==> config.mk <==
export PLATFORM = sky130hd
export DESIGN_NAME = ps2_rx
export DESIGN_NICKNAME = d
export VERILOG_FILES = /design/src/rtl/ps2_rx.sv
export SDC_FILE = /design/constraint.sdc
export NUM_CORES = 1
export LEC_CHECK = 0
export CORE_AREA = 4 4 65 67
export CTS_CLUSTER_DIAMETER = 100
export DETAILED_ROUTE_END_ITERATION = 8
export DIE_AREA = 0 0 69 71
export PLACE_DENSITY_LB_ADDON = 0.05
export SYNTH_ARGS = -nofsm -noshare
export SYNTH_HDL_FRONTEND = slang
export SYNTH_SLANG_ARGS = --single-unit
==> constraint.sdc <==
create_clock -name clk -period 3.3 [get_ports clk]
set_input_delay 0.495 -clock clk [delete_from_list [all_inputs] [get_ports clk]]
set_output_delay 0.495 -clock clk [all_outputs]
set_load 0.01 [all_outputs]
==> src/rtl/ps2_rx.sv <==
// ps2_rx: PS/2 device-to-host frame receiver with clock glitch filter and valid/ready byte output.
// Define PS2_RX_TIMEOUT_EN to build the mid-frame watchdog; otherwise timeout_err is tied low.
module ps2_rx #(
    parameter int unsigned FILTER_LEN = 4,
    parameter int unsigned TIMEOUT    = 2000
) (
    input  logic       clk,
    input  logic       reset,
    input  logic       ps2_clk,
    input  logic       ps2_dat,
    output logic [7:0] data,
    output logic       valid,
    input  logic       ready,
    output logic       parity_err,
    output logic       frame_err,
    output logic       timeout_err,
    output logic       overrun
);
    localparam int unsigned FW = $clog2(FILTER_LEN + 1);

    typedef enum logic [1:0] {IDLE, DATA, PARITY, STOP} state_t;

    logic [1:0]    clk_sync;
    logic [1:0]    dat_sync;
    logic [FW-1:0] flt_cnt;
    logic          filt;
    logic          filt_d;
    logic          fall;
    logic          bit_in;
    state_t        state;
    logic [2:0]    bit_cnt;
    logic [7:0]    shreg;
    logic          par;

    assign bit_in = dat_sync[1];

    // Synchronise both lines; the clock only moves after FILTER_LEN agreeing samples.
    always_ff @(posedge clk or posedge reset) begin
        if (reset) begin
            clk_sync <= 2'b11;
            dat_sync <= 2'b11;
            flt_cnt  <= '0;
            filt     <= 1'b1;
            filt_d   <= 1'b1;
            fall     <= 1'b0;
        end else begin
            clk_sync <= {clk_sync[0], ps2_clk};
            dat_sync <= {dat_sync[0], ps2_dat};
            if (clk_sync[1] == filt) begin
                flt_cnt <= '0;
            end else if (flt_cnt == FW'(FILTER_LEN - 1)) begin
                filt    <= clk_sync[1];
                flt_cnt <= '0;
            end else begin
                flt_cnt <= flt_cnt + FW'(1);
            end
            filt_d <= filt;
            fall   <= filt_d & ~filt;
        end
    end

`ifdef PS2_RX_TIMEOUT_EN
    localparam int unsigned TW = $clog2(TIMEOUT + 1);
    logic [TW-1:0] tmo_cnt;
`else
    assign timeout_err = 1'b0;
`endif

    // Frame FSM, output register and (optionally) the inter-edge watchdog.
    always_ff @(posedge clk or posedge reset) begin
        if (reset) begin
            state      <= IDLE;
            bit_cnt    <= '0;
            shreg      <= '0;
            par        <= 1'b0;
            data       <= '0;
            valid      <= 1'b0;
            parity_err <= 1'b0;
            frame_err  <= 1'b0;
            overrun    <= 1'b0;
`ifdef PS2_RX_TIMEOUT_EN
            tmo_cnt     <= '0;
            timeout_err <= 1'b0;
`endif
        end else begin
            parity_err <= 1'b0;
            frame_err  <= 1'b0;
            overrun    <= 1'b0;
            if (valid && ready) begin
                valid <= 1'b0;
            end
            case (state)
                IDLE: begin
                    if (fall && !bit_in) begin
                        state   <= DATA;
                        bit_cnt <= '0;
                    end
                end
                DATA: begin
                    if (fall) begin
                        shreg[bit_cnt] <= bit_in;
                        bit_cnt        <= bit_cnt + 3'd1;
                        if (bit_cnt == 3'd7) begin
                            state <= PARITY;
                        end
                    end
                end
                PARITY: begin
                    if (fall) begin
                        par   <= bit_in;
                        state <= STOP;
                    end
                end
                STOP: begin
                    // A good byte arriving on the handshake cycle replaces the consumed one.
                    if (fall) begin
                        state <= IDLE;
                        if (!bit_in) begin
                            frame_err <= 1'b1;
                        end else if (!(^{shreg, par})) begin
                            parity_err <= 1'b1;
                        end else if (valid && !ready) begin
                            overrun <= 1'b1;
                        end else begin
                            data  <= shreg;
                            valid <= 1'b1;
                        end
                    end
                end
                default: state <= IDLE;
            endcase
`ifdef PS2_RX_TIMEOUT_EN
            timeout_err <= 1'b0;
            if (state == IDLE || fall) begin
                tmo_cnt <= '0;
            end else if (tmo_cnt == TW'(TIMEOUT - 1)) begin
                state       <= IDLE;
                timeout_err <= 1'b1;
                tmo_cnt     <= '0;
            end else begin
                tmo_cnt <= tmo_cnt + TW'(1);
            end
`endif
        end
    end

endmodule
# After elaboration in Yosys (flattened, before gate mapping)
# Cells that the tools add are included.
# word_totals
out_inout_bits	13
inputBits	5
reg_bits	36
# op_classes
muxes	32
bitwise_logic	4
order_cmp	2
reduce_logical	15
eq_ne	11
add_sub_neg	2
# ops
cell	count
two-way mux 1 bit	19
two-way mux 3 bit	4
two-way mux 2 bit	5
inequality test 2 bit, second input constant	5
AND reduction 5 bit	2
parity 9 bit	1
bitwise mux 8 bit	1
one-hot mux 2 bit (4 select lines)	1
adder 3 x 1 -> 3 bit, second input constant	2
one-hot mux 3 bit (2 select lines)	1
AND reduction 2 bit	3
== test 2 bit, second input constant	2
logical AND 1 bit	4
less-than comparator 3 x 4 -> 1 bit, second input constant	1
demux 1 bit (select 3 bit)	1
== test 3 x 2 -> 1 bit, second input constant	1
== test 3 bit, second input constant	1
>= comparator 3 x 1 -> 1 bit, second input constant	1
inverter 1 bit	3
AND reduction 3 bit	1
== test 2 x 1 -> 1 bit, second input constant	1
zero test 1 bit	2
zero test 2 bit	1
nonzero test 2 bit	1
2 further kinds	2

# Depth between registers and ports, before layout
# logic_depth
word_depth	7
depth_mapped	7

# Worst setup path before layout
# No wires, ideal clock.
# synth_timing
kind	flip-flop to flip-flop
start	register shreg[2]
end	register data[0]
period_less_slack_ns	1.822
required_time_ns	3.175
path_slack_ns	1.478
t_arrival_ns	1.697
stages_incl_launch_ff	6
cell_sequence	dfrtp_1 > xnor2_1 > xnor2_1 > xnor3_2 > nor2_8 > mux2_2
# synth_via
elab_chain_cells	2
# synth_lines
element	line	text
start, declared	32	logic [7:0] shreg;
start signal, assigned by index	101	shreg[bit_cnt] <= bit_in;
parity 9 bit	120	end else if (!(^{shreg, par})) begin
AND reduction 5 bit (no line)	-	
end signal, assigned	125	data <= shreg;
end, declared	11	output logic [7:0] data,
# No other way between the ends.
# A chain may end at the register's enable or synchronous reset.

# Final worst setup path
# layout_timing
start	register shreg[1]
end	register data[2]
# Same word-level chain as after synthesis.

==> results.yml <==
run_status:
  status: "completed"
final_layout:
  drive_gt1_share_pct: 23.3
  antenna_cells: 0
  final_common_cell: "dfrtp_1"
  final_cell_mix: "dfrtp_1 (30), mux2_2 (18), clkdlybuf4s50_1 (16), xnor2_1 (8)"
  nets: 157
  area_delta_synth_final_pct: 19.4
  n_fill_cell: 337
floorplanning:
  initial_utilization_pct: 43.6
  core_area_mm2: 0.00363
  die_h_um: 71
  ios: 18
  die_x_um: 69
  dieArea_mm2: 0.00490
  rows: 22
drt:
  drt_wl_total_um: 2410
  vias: 923
  drc: 0
  ant_nets: 0
  drtIter0Drc: 35
  avgViaCountPerCell: 4.76
  drtPass1Iterations: 4
  wl_per_cell_um: 12.4
sta:
  rsz0062_at_grt: "false"
  post-route-period-util_pct: 59.1
  setup_viol: 0
  finalHoldViolations: 0
  fmax_ghz: 0.513
  fin_worst_skew_ns: 0.00615
  min_period_ns: 1.95
  fin_tns_setup_ns: 0
  slew_violations: 0
worst_setup_path:
  crit_type: "reg -> reg"
  crit_path_end_kind: "flip-flop"
  crit_fanout: 7
  startpoint_type: "flip-flop"
  arrival_ns: 2.12
  r2r_cells: 5
  r2r-end: "data[2]"
  rr_startpoint: "shreg[1]"
  required_ns: 3.47
  rrSetupSlack_ns: 1.35
logic_synthesis:
  synth_compound_area_share_pct: 4.74
  synth_top_family_by_area: "multiplexers"
  synth-simple-area-share_pct: 11.2
  synth_cells: 123
  yosys.area.top_type: "dfrtp_1"
  yosysWarningCount: 0
  synth_fa_ha_area_share_pct: 5.53
  yosysSeqAreaShare_pct: 57.4
  netlist.area_leader.share_pct: 47.4
  synth_area_mm2: 0.00158
  synthXorXnorAreaFrac_pct: 5.93
  synth_area_leaders: "dfrtp_1 (47%), mux2_2 (13%), dfstp_2 (10%), ha_1 (5.5%), xnor2_1 (4.4%)"
  syn_area_per_cell_um2: 12.9
  synth.ff_latch_count: 36
  synth_mux_area_share_pct: 12.8
  synth_fp_nets: 135
  yosysUniqueCellTypes: 25
hold_path:
  min_to: "clk_sync[1]"
  hp-class: "reg -> reg"
  whs_path_depth: 0
  hp-start: "clk_sync[0]"
placement:
  io_buffers: 16
  post-dp-hpwl_um: 1800
  gp_congestion: 0.676
clock_tree:
  clk_latency_ns: 0.28
  cts-root-buf: "clkbuf_8"
  cts-hold-fix-buffers: 0
  cts_tree: "done"
  cts_resized: 0
  cts-htree-levels: 2
  cts.path.max_buffers: 2
  cts.sinks: 36
  postCtsSetupBuffers: 0
  cts_buffers: 5
  path_clk_slew_ns: 0.07
global_route:
  antenna_found_initial: 0
  grt_max_degree: 37
  first_global_vias: 985
  grt_overflow_total: 0
  grtUsageTotal_pct: 11.8
  grt_first_pass_wirelength_um: 4440
pwr:
  total_power_w: 0.00155
  powerDensity_mw_per_mm2: 820
  p_leak_nw: 0.862
  vdd_ir_drop_max_v: 0.000364
run:
  maxCapViolCount: 0
registers in the layout, indices dropped and copies added (netlist names):
| name | count |
|---|---|
| data | 8 |
| dat_sync | 2 |
| state | 2 |
| bit_cnt | 3 |
| valid | 1 |
| clk_sync | 2 |
| overrun | 1 |
| parity_err | 1 |
| par | 1 |
| frame_err | 1 |
| flt_cnt | 3 |
| filt | 1 |
| fall | 1 |
| filt_d | 1 |
| shreg | 8 |
synthesized netlist by cell type:
master,n
nand2_1,5
buf_4,1
conb_1,1
nor2b_1,4
o211ai_1,1
nor3_1,5
nor3b_1,1
nor2_1,7
or2_2,1
nor2_8,1
a22o_1,2
nand3_1,2
o21ai_0,4
a21oi_1,4
clkbuf_1,1
dfstp_2,6
mux2_2,18
xnor2_1,8
dfrtp_1,30
ha_1,7
o32a_1,1
nand2b_1,5
xnor3_2,1
or2b_1,1
inv_1,6
where the power goes:
group / switching, W / internal (W) / total (W)
Sequential: 0.0000973 / 0.000563 / 0.000660
Clock: 0.000138 / 0.000170 / 0.000308
Combinational: 0.000277 / 0.000303 / 0.000580
Total: 0.000513 / 0.00104 / 0.00155
kinds of logic (layout without fill, tap and decap cells):
kind of cell / count (synthesis) / after routing
buffers and inverters: 8 / 31
XOR/XNOR: 9 / 9
adder cells (fa/ha/maj): 7 / 7
AO/OA/AOI/OAI: 12 / 12
AND/OR/NAND/NOR: 32 / 32
other: 1 / 1
multiplexers: 18 / 18
flip-flops: 36 / 36
cell type report:
cell class	instances	area, um^2	area share (%)
clock buffer	8	90.1	4.77
tap	48	60.1	3.18
timing repair buffer	17	168	8.87
sequential	36	908	48.1
multi-input combinational	79	641	33.9
inverter	6	22.5	1.19
routing by layer:
layer / GRT usage (%) / up-vias / wire length (um)
li1: - / 453 / -
met4: 4.56 / 0 / 42
met1: 13.4 / 450 / 1010
met3: 6.11 / 5 / 116
met5: 0 / - / 0
met2: 19.0 / 15 / 1240
how the worst max path moves through the flow:
stage | startpoint | end | slack, ns
finish | shreg[1] | data[2] | 1.35
global route | shreg[2] | data[4] | 1.23
CTS | shreg[1] | data[2] | 1.31
detailed placement | ready | data[2] | 1.22
global placement | ready | data[1] | 1.26
floorplan | shreg[2] | data[0] | 1.48
worst max-delay path: stages (launching register included):
cell and delay, ns:
dfrtp_1 0.42, xnor2_1 0.15, xnor2_1 0.27, xnor3_2 0.47, nor2_8 0.17, mux2_2 0.35
per-stage QoR:
stage	area [um^2]	worst slack (ns)	hold slack, ns	utilization (%)	cells
2_1_floorplan	1580	1.48	0.345	-	123
3_3_place_gp	1800	1.26	0.348	49.5	186
3_5_place_dp	1800	1.22	0.354	49.5	186
4_1_cts	1890	1.31	0.361	52.0	194
5_1_grt	1890	1.23	0.365	52.0	194
6_report	1890	1.35	0.358	52.0	194
Note: power is estimated with default switching activity, not from simulation.
